<file path="config.mk">
export PLATFORM = sky130hd
export DESIGN_NAME = cn_minsum_serial
export DESIGN_NICKNAME = d
export VERILOG_FILES = /design/src/rtl/ldpc_pkg.sv /design/src/rtl/cn_min_track.sv /design/src/rtl/cn_minsum_serial.sv
export SDC_FILE = /design/constraint.sdc
export NUM_CORES = 1
export LEC_CHECK = 0
export ABC_AREA = 1
export CORE_MARGIN = 2
export CORE_UTILIZATION = 60
export DETAILED_ROUTE_END_ITERATION = 8
export PLACE_DENSITY_LB_ADDON = 0.25
export SLEW_MARGIN = 20
export SYNTH_ARGS = -nofsm -noshare
export SYNTH_HDL_FRONTEND = slang
export SYNTH_SLANG_ARGS = --single-unit
</file>
<file path="constraint.sdc">
create_clock -name clk -period 7.15 [get_ports clk]
set_input_delay 1.43 -clock clk [delete_from_list [all_inputs] [get_ports clk]]
set_output_delay 1.43 -clock clk [all_outputs]
set_load 0.05 [all_outputs]
</file>
<file path="src/rtl/ldpc_pkg.sv">
// Shared LDPC message types: default message format, check-node state enum and
// sign/magnitude helpers for two's-complement LLRs.
package ldpc_pkg;

    localparam int MSG_INT  = 8;
    localparam int MSG_FRAC = 8;
    localparam int MSG_W    = MSG_INT + MSG_FRAC;

    typedef enum logic [0:0] {
        COLLECT = 1'b0,
        EMIT    = 1'b1
    } cn_state_e;

    // Helpers take 32-bit sign-extended values so any message width up to 32 can share them.
    function automatic logic [31:0] abs_sat(input logic [31:0] v, input int w);
        logic [31:0] lim;
        logic [31:0] m;
        lim = (32'd1 << (w - 1)) - 32'd1;
        m   = v[31] ? (~v + 32'd1) : v;
        return (m > lim) ? lim : m;
    endfunction

    function automatic logic [31:0] apply_sign(input logic [31:0] mag, input logic sgn);
        return sgn ? (~mag + 32'd1) : mag;
    endfunction

endpackage

</file>
<file path="src/rtl/cn_min_track.sv">
// Running min1/min2/argmin/sign-parity tracker for one check node; the clear
// input restores the start-of-frame values. Next-state values are exported.
module cn_min_track
#(
    parameter int W  = 16,
    parameter int IW = 3
) (
    input  logic          clk_i,
    input  logic          rst_i,
    input  logic          clear_i,
    input  logic          upd_i,
    input  logic [W-2:0]  mag_i,
    input  logic [IW-1:0] pos_i,
    input  logic          sgn_i,
    output logic [W-2:0]  min1_o,
    output logic [W-2:0]  min2_o,
    output logic [IW-1:0] idx_o,
    output logic          parity_o,
    output logic [W-2:0]  min1_nxt_o,
    output logic [W-2:0]  min2_nxt_o,
    output logic [IW-1:0] idx_nxt_o,
    output logic          parity_nxt_o
);

    logic [W-2:0]  min1_q, min1_d;
    logic [W-2:0]  min2_q, min2_d;
    logic [IW-1:0] idx_q, idx_d;
    logic          parity_q, parity_d;

    // Strict compares keep the earliest index on ties.
    always_comb begin
        min1_d   = min1_q;
        min2_d   = min2_q;
        idx_d    = idx_q;
        parity_d = parity_q;
        if (clear_i) begin
            min1_d   = {(W-1){1'b1}};
            min2_d   = {(W-1){1'b1}};
            idx_d    = {IW{1'b0}};
            parity_d = 1'b0;
        end else if (upd_i) begin
            parity_d = parity_q ^ sgn_i;
            if (mag_i < min1_q) begin
                min2_d = min1_q;
                min1_d = mag_i;
                idx_d  = pos_i;
            end else if (mag_i < min2_q) begin
                min2_d = mag_i;
            end else begin
                min2_d = min2_q;
            end
        end else begin
            parity_d = parity_q;
        end
    end

    // Statistics registers.
    always_ff @(posedge clk_i) begin
        if (rst_i) begin
            min1_q   <= {(W-1){1'b1}};
            min2_q   <= {(W-1){1'b1}};
            idx_q    <= {IW{1'b0}};
            parity_q <= 1'b0;
        end else begin
            min1_q   <= min1_d;
            min2_q   <= min2_d;
            idx_q    <= idx_d;
            parity_q <= parity_d;
        end
    end

    assign min1_o       = min1_q;
    assign min2_o       = min2_q;
    assign idx_o        = idx_q;
    assign parity_o     = parity_q;
    assign min1_nxt_o   = min1_d;
    assign min2_nxt_o   = min2_d;
    assign idx_nxt_o    = idx_d;
    assign parity_nxt_o = parity_d;

endmodule

</file>
<file path="src/rtl/cn_minsum_serial.sv">
// Serial min-sum check-node processor: DC messages in, DC messages out per frame.
// Build option CN_OFFSET_EN selects offset min-sum (output magnitude reduced by OFFSET).
module cn_minsum_serial
    import ldpc_pkg::*;
#(
    parameter int INT  = MSG_INT,
    parameter int FRAC = MSG_FRAC,
    parameter int DC   = 6,
    parameter logic [INT+FRAC-2:0] OFFSET = {(INT+FRAC-1){1'b0}}
) (
    input  logic                clk,
    input  logic                rst,
    input  logic                in_valid,
    output logic                in_ready,
    input  logic [INT+FRAC-1:0] in_msg,
    output logic                out_valid,
    input  logic                out_ready,
    output logic [INT+FRAC-1:0] out_msg,
    output logic                out_last
);

    localparam int W  = INT + FRAC;
    localparam int CW = $clog2(DC);

`ifdef CN_OFFSET_EN
    localparam logic [W-2:0] OFS = OFFSET;
`else
    // Plain min-sum: the offset collapses to zero.
    localparam logic [W-2:0] OFS = OFFSET & {(W-1){1'b0}};
`endif

    cn_state_e     state_q, state_d;
    logic [CW-1:0] count_q, count_d, cnt_inc_s;
    logic [DC-1:0] sign_q, sign_d;
    logic          out_valid_q, out_valid_d, out_last_q, out_last_d;
    logic [W-1:0]  out_msg_q, out_msg_d;
    logic          accept_s, emit_s, cnt_end_s, clear_s;
    logic [W-2:0]  mag_in_s, min1_s, min2_s, min1_nxt_s, min2_nxt_s;
    logic [CW-1:0] idx_s, idx_nxt_s;
    logic          par_s, par_nxt_s;

    function automatic logic [W-1:0] c2v(input logic [W-2:0] m1, input logic [W-2:0] m2,
                                         input logic [CW-1:0] idx, input logic [CW-1:0] j,
                                         input logic par, input logic sj);
        logic [W-2:0] mag;
        mag = (j == idx) ? m2 : m1;
        mag = (mag > OFS) ? (mag - OFS) : {(W-1){1'b0}};
        return W'(apply_sign(32'(mag), par ^ sj));
    endfunction

    assign accept_s  = in_valid && in_ready;
    assign emit_s    = out_valid_q && out_ready;
    assign cnt_end_s = (count_q == CW'(DC - 1));
    assign cnt_inc_s = count_q + CW'(1);
    assign clear_s   = (state_q == EMIT) && emit_s && cnt_end_s;
    assign mag_in_s  = (W-1)'(abs_sat(32'(signed'(in_msg)), W));

    cn_min_track #(.W(W), .IW(CW)) u_track (
        .clk_i        (clk),
        .rst_i        (rst),
        .clear_i      (clear_s),
        .upd_i        (accept_s),
        .mag_i        (mag_in_s),
        .pos_i        (count_q),
        .sgn_i        (in_msg[W-1]),
        .min1_o       (min1_s),
        .min2_o       (min2_s),
        .idx_o        (idx_s),
        .parity_o     (par_s),
        .min1_nxt_o   (min1_nxt_s),
        .min2_nxt_o   (min2_nxt_s),
        .idx_nxt_o    (idx_nxt_s),
        .parity_nxt_o (par_nxt_s)
    );

    // FSM state register.
    always_ff @(posedge clk) begin
        if (rst) begin
            state_q <= COLLECT;
        end else begin
            state_q <= state_d;
        end
    end

    // FSM next state: a frame is collected, then fully emitted.
    always_comb begin
        state_d = state_q;
        case (state_q)
            COLLECT: state_d = (accept_s && cnt_end_s) ? EMIT : COLLECT;
            EMIT:    state_d = (emit_s && cnt_end_s) ? COLLECT : EMIT;
            default: state_d = COLLECT;
        endcase
    end

    // FSM output: accept input only while collecting and out of reset.
    always_comb begin
        in_ready = 1'b0;
        if (!rst && state_q == COLLECT) begin
            in_ready = 1'b1;
        end else begin
            in_ready = 1'b0;
        end
    end

    // Counter, sign store and output register next-state.
    always_comb begin
        count_d     = count_q;
        sign_d      = sign_q;
        out_valid_d = out_valid_q;
        out_msg_d   = out_msg_q;
        out_last_d  = out_last_q;
        case (state_q)
            COLLECT: begin
                if (accept_s) begin
                    sign_d[count_q] = in_msg[W-1];
                    count_d         = cnt_end_s ? {CW{1'b0}} : cnt_inc_s;
                end else begin
                    count_d = count_q;
                end
                // First output is built from the statistics that include the last input.
                if (accept_s && cnt_end_s) begin
                    out_valid_d = 1'b1;
                    out_msg_d   = c2v(min1_nxt_s, min2_nxt_s, idx_nxt_s, {CW{1'b0}}, par_nxt_s, sign_d[0]);
                    out_last_d  = 1'b0;
                end else begin
                    out_valid_d = out_valid_q;
                end
            end
            EMIT: begin
                if (emit_s && cnt_end_s) begin
                    count_d     = {CW{1'b0}};
                    sign_d      = {DC{1'b0}};
                    out_valid_d = 1'b0;
                    out_msg_d   = {W{1'b0}};
                    out_last_d  = 1'b0;
                end else if (emit_s) begin
                    count_d    = cnt_inc_s;
                    out_msg_d  = c2v(min1_s, min2_s, idx_s, cnt_inc_s, par_s, sign_q[cnt_inc_s]);
                    out_last_d = (cnt_inc_s == CW'(DC - 1));
                end else begin
                    count_d = count_q;
                end
            end
            default: begin
                count_d     = {CW{1'b0}};
                sign_d      = {DC{1'b0}};
                out_valid_d = 1'b0;
                out_msg_d   = {W{1'b0}};
                out_last_d  = 1'b0;
            end
        endcase
    end

    // Datapath registers.
    always_ff @(posedge clk) begin
        if (rst) begin
            count_q     <= {CW{1'b0}};
            sign_q      <= {DC{1'b0}};
            out_valid_q <= 1'b0;
            out_msg_q   <= {W{1'b0}};
            out_last_q  <= 1'b0;
        end else begin
            count_q     <= count_d;
            sign_q      <= sign_d;
            out_valid_q <= out_valid_d;
            out_msg_q   <= out_msg_d;
            out_last_q  <= out_last_d;
        end
    end

    assign out_valid = out_valid_q;
    assign out_msg   = out_msg_q;
    assign out_last  = out_last_q;

endmodule
</file>
==> out/qor.yml, run 1 <==
post-route-period-util: 0.916
hold_path_class: "flip-flop to flip-flop"
worst_path_most_repeated_cell: "inv_1"
worst_setup_path_end_kind: "flip-flop"
synth_warnings: 0
port_buffers: 38
netlist_instances: 899
grt_max_degree: 45
initial_core_util: 0.623
finalSetupTns_ns: 0
synth_top_area_cell: "dfxtp_1"
critPathMaxStageDelay_ns: 0.55
cts.sinks: 62
num_vias: 6280
avgSynthCellArea_um2: 6.08
antenna_found_initial: 0
ys_types: 48
status: "complete, no violations"
synth_top_area_frac: 0.227
clk_pin_slew_ns: 0.08
crit_slowest_cell: "a21oi_2"
seq_area_frac_synth: 0.227
final_cell_mix: "nand2_1, inv_1, o21ai_0, nor2_1, a21oi_1"
post-dp-hpwl_um: 12500
core_area_mm2: 0.00876
p_int_w: 0.000686
avgViaCountPerCell: 6.03
drt-initial-drc-count: 599
synthTopCellsByArea: "dfxtp_1, nand2_1, ha_1"
cts.path.max_buffers: 2
pwr-share-comb: 0.385
cts-root-buf: "clkbuf_8"
path_class: "input port to flip-flop"
synthFlopType: "dfxtp_1"
fin_nets: 985
total_power_w: 0.00115
drive_gt1_frac: 0.0749
max_cap_viol_count: 0
async_flop_share: 0
fp.dieW_um: 99.4
postRouteAntennaNets: 0
ys_ff_latch: 62
clockPowerShare: 0.289
cp.arrival_ns: 6.81
start_kind: "input port"
finish.instance_area_mm2: 0.00614
setup_viol: 0
cts_buffers: 9
seqPwrFrac: 0.327
cts_tree: "yes"
rsz0062_at_grt: "false"
finalCriticalPeriod_ns: 6.55
n_fill_cell: 780
dpl-instance-area_mm2: 0.00591
track_usage: 0.334
fin_skew_ns: 0.0156
drt_first_pass_iters: 6
totalWireLength_um: 16500
p_sw_frac: 0.401
grt_overflow_total: 0
gp_congestion: 1.02
max_slew.worst_pin.slew_ns: 0.881
ir_drop_v: 0.0000996
p_per_area_mw_per_mm2: 187
antenna_cells: 0
wire_per_inst_um: 15.8
p_sw_w: 0.000459
num_rows: 34
dp.cells: 1025
cp.required_ns: 7.41
drc_errors: 0
grt_pass1_vias: 5668
cts_hold_buf: 0
max_freq_mhz: 153
synth_edf_count: 0
synthToLayoutAreaGrowth_pct: 12.4
syn_nets: 955
die_h_um: 99.4
die_area_mm2: 0.00988
hold_viol_final: 0
p_leak_nw: 3.10
cts_htree_levels: 3
rrSetupSlack_ns: 2.16
clk_latency_ns: 0.35
cp_max_fo: 11
grt_pass1_wl_um: 26900
final_cells: 1042
max_slew_margin: 0.411
final_max_slew_viol_count: 0
synth_area_mm2: 0.00546
final_common_cell: "nand2_1"
io_pins: 39
==> power by group through the flow <==
stage	logic, W	clock network, W	registers, W
3_3_place_gp	0.000411	0	0.000381
2_1_floorplan	0.000320	0	0.000377
3_5_place_dp	0.000423	0	0.000381
4_1_cts	0.000425	0.000332	0.000373
5_1_grt	0.000490	0.000347	0.000376
6_report	0.000441	0.000331	0.000374
==> critical path: cells and delay by family <==
kind / cells / cell delay, ns
fa+ha+maj: 3 / 0.72
compound gates: 9 / 1.86
simple gates: 12 / 1.52
buf+inv: 9 / 1.29
==> path summary, 6_finish.rpt <==
path | startpoint | to | cells past startpoint
worst max-delay path | in_msg[0] | out_msg[12] | 33
worst min-delay path | sign_q[5] | sign_q[5] | 2
worst max register to register | count_q[0] | out_msg[13] | 21
worst min register to register | sign_q[5] | sign_q[5] | 2
==> repair_timing <==
action / 4_1_cts / 5_1_grt
resized for setup: 0 / 3
endpoints found under the setup margin: 0 / 11
setup buffers: 0 / 0
==> Yosys cell counts, drive strengths merged, types with 3 or more instances <==
cell type  instances
inv              118
or2               11
nand4             23
dfxtp             62
nor2              75
buf               15
ha                36
nor3              18
a21oi             70
o211ai            10
o21ai             98
a31oi              7
nand2            220
xor2               8
and2               4
nand3             73
xnor2              4
clkinv             7
o21bai             3
clkbuf            21
==> layout make-up <==
type                    instances  area, um2  area share
well taps                     108        135      0.0220
inverters                     125        469      0.0764
flip-flops and latches         62       1240       0.202
multi-input cells             676       3580       0.582
clock buffers                  11        151      0.0246
repair buffers                 55        512      0.0833
clock inverters                 5       57.6     0.00937
==> layer usage <==
| layer | GRT usage | routed length (um) | vias to the layer above |
|---|---|---|---|
| li1 | - | - | 3044 |
| met1 | 0.438 | 6820 | 2782 |
| met5 | 0 | 0 | - |
| met2 | 0.540 | 7340 | 393 |
| met3 | 0.0759 | 1830 | 61 |
| met4 | 0.120 | 488 | 0 |
==> state kept, by name, indices dropped and copies added (netlist names) <==
name,cells
out_last,1
state_q,1
u_track.parity_o,1
out_msg,16
u_track.idx_o,3
count_q,3
out_valid,1
sign_q,6
u_track.min2_o,15
u_track.min1_o,15
==> per-stage QoR <==
| stage | worst slack, ns | utilization | hold slack [ns] |
|---|---|---|---|
| after floorplan | 1.44 | - | 0.446 |
| after global placement | 0.429 | 0.674 | 0.458 |
| after detailed placement | 0.229 | 0.674 | 0.474 |
| after CTS | 0.549 | 0.698 | 0.486 |
| after global routing | 0.0873 | 0.701 | 0.526 |
| final | 0.600 | 0.701 | 0.489 |
==> kinds of logic after synthesis <==
group | count (synthesis) | synth area share
and+or+nand+nor | 428 | 0.347
buffers and inverters | 161 | 0.120
DFF | 62 | 0.227
adders and majority gates | 36 | 0.0825
AOI/OAI and AO/OA | 200 | 0.204
xor gates and xnor gates | 12 | 0.0192
Note: power is estimated with default switching activity, not from simulation.
==> run 2, diff against run 1 <==
Settings changed: PLACE_DENSITY set to 0.85, PLACE_DENSITY_LB_ADDON 0.25 to not set.
==> run 2 against run 1 <==
Net effect: total power increased by 0.56%; non-clock buffer count increased by 3; sequential power about the same; global-route usage increased by 2.4 points; setup slack got worse by 0.024 ns; routed wire length increased by 5.1%; die area unchanged; critical path type unchanged.
==> out/qor.yml, run 2 (synthesis results as in run 1) <==
p_leak_nw: 3.11
fin_skew_ns: 0.00899
max_slew_margin: 0.348
gp_congestion: 1.08
initial_core_util: 0.623
avgViaCountPerCell: 6.10
final_common_cell: "nand2_1"
wire_per_inst_um: 16.6
cts_buffers: 9
grt_max_degree: 31
final_max_slew_viol_count: 0
rr_endpoint: "out_msg[11]"
critical_path_depth: 30
whs_path_depth: 2
ir_drop_v: 0.0000994
grt_pass1_vias: 5927
critPathMaxStageDelay_ns: 0.52
antenna_cells: 0
hold_viol_final: 0
setup_viol: 0
track_usage: 0.358
post-cts-setup-buffer-count: 0
r2r_cells: 21
min-delay-start: "sign_q[2]"
finalSetupTns_ns: 0
rrSetupSlack_ns: 2.57
grt_pass1_wl_um: 28500
cp.arrival_ns: 6.79
rsz0062_at_grt: "false"
fp.dieW_um: 99.4
post-dp-hpwl_um: 13200
path_class: "input port to flip-flop"
worst_path_most_repeated_cell: "inv_1"
max_freq_mhz: 152
port_buffers: 38
worst_setup_path_end_kind: "flip-flop"
fin_nets: 988
clk_pin_slew_ns: 0.08
cts_htree_levels: 3
drt-initial-drc-count: 616
num_rows: 34
totalWireLength_um: 17300
final_cell_mix: "nand2_1, inv_1, o21ai_0, nor2_1, a21oi_1"
die_h_um: 99.4
final_util: 0.701
cts.path.max_buffers: 2
cp_max_fo: 25
crit_path_end: "out_msg[12]"
reg2reg_from: "count_q[0]"
core_area_mm2: 0.00876
cts.sinks: 62
max_cap_viol_count: 0
drt_first_pass_iters: 6
p_per_area_mw_per_mm2: 187
critical-path-top-delay-family: "compound AO/OA/AOI/OAI gates"
post-route-period-util: 0.919
max_slew.worst_pin.slew_ns: 0.975
cts_hold_buf: 0
clk_latency_ns: 0.36
crit_slowest_cell: "o311ai_0"
startpoint: "in_msg[0]"
synthToLayoutAreaGrowth_pct: 12.5
cp.required_ns: 7.37
cts-root-buf: "clkbuf_8"
postRouteAntennaNets: 0
drive_gt1_frac: 0.0790
cts_tree: "yes"
status: "complete, no violations"
antenna_found_initial: 0
num_vias: 6371
grt_overflow_total: 0
critPathBufInv: 7
die_area_mm2: 0.00988
hold_ws_ns: 0.480
finalCriticalPeriod_ns: 6.57
largest_reg_flops: 16
start_kind: "input port"
hold_path_class: "flip-flop to flip-flop"
drc_errors: 0
io_pins: 39
## run 2: layout make-up
cell class              count  area, um2
inverters                 125        469
fillers                   772       2620
clock buffers               9        124
well taps                 108        135
multi-input cells         676       3570
flip-flops and latches     62       1240
clock inverters             7       73.8
repair buffers             58        531
## run 2: worst min-delay path by stage
stage | to | slack (ns)
final | sign_q[2] | 0.48
after detailed placement | sign_q[2] | 0.48
after global routing | sign_q[2] | 0.51
after floorplan | sign_q[3] | 0.45
after CTS | sign_q[2] | 0.49
after global placement | sign_q[3] | 0.46
## run 2: tightest hold or removal path, stage by stage (launching register included)
cell and delay, ns:
dfxtp_1 0.32, o21ai_0 0.07, a21oi_1 0.06
## run 2: layer usage
layer / vias to the layer above / GRT usage / wire length, um
met2: 384 / 0.593 / 7910
met4: 0 / 0.172 / 741
li1: 3045 / - / -
met5: - / 0 / 0
met3: 68 / 0.0710 / 1900
met1: 2874 / 0.447 / 6770
## run 2: per-stage QoR
stage	setup slack (ns)	instances	total power, W	cell area [um2]
2_1_floorplan	1.44	899	0.000698	5460
6_report	0.577	1045	0.00115	6140
3_5_place_dp	0.207	1029	0.000814	5940
5_1_grt	0.0673	1045	0.00121	6140
3_3_place_gp	0.499	1029	0.000800	5940
4_1_cts	0.563	1045	0.00113	6140
## run 2: where the power goes
group          leakage (nW)  total (W)  internal (W)  switching (W)
clock network        0.0996   0.000325      0.000162       0.000163
registers             0.507   0.000374      0.000362      0.0000126
logic                  2.51   0.000453      0.000148       0.000305
total                  3.11    0.00115      0.000671       0.000481
## run 2: what timing repair did
item                                    4_1_cts  5_1_grt
gates resized for setup                       0        2
endpoints found under the setup margin        0       11
hold endpoints to repair                      0        0
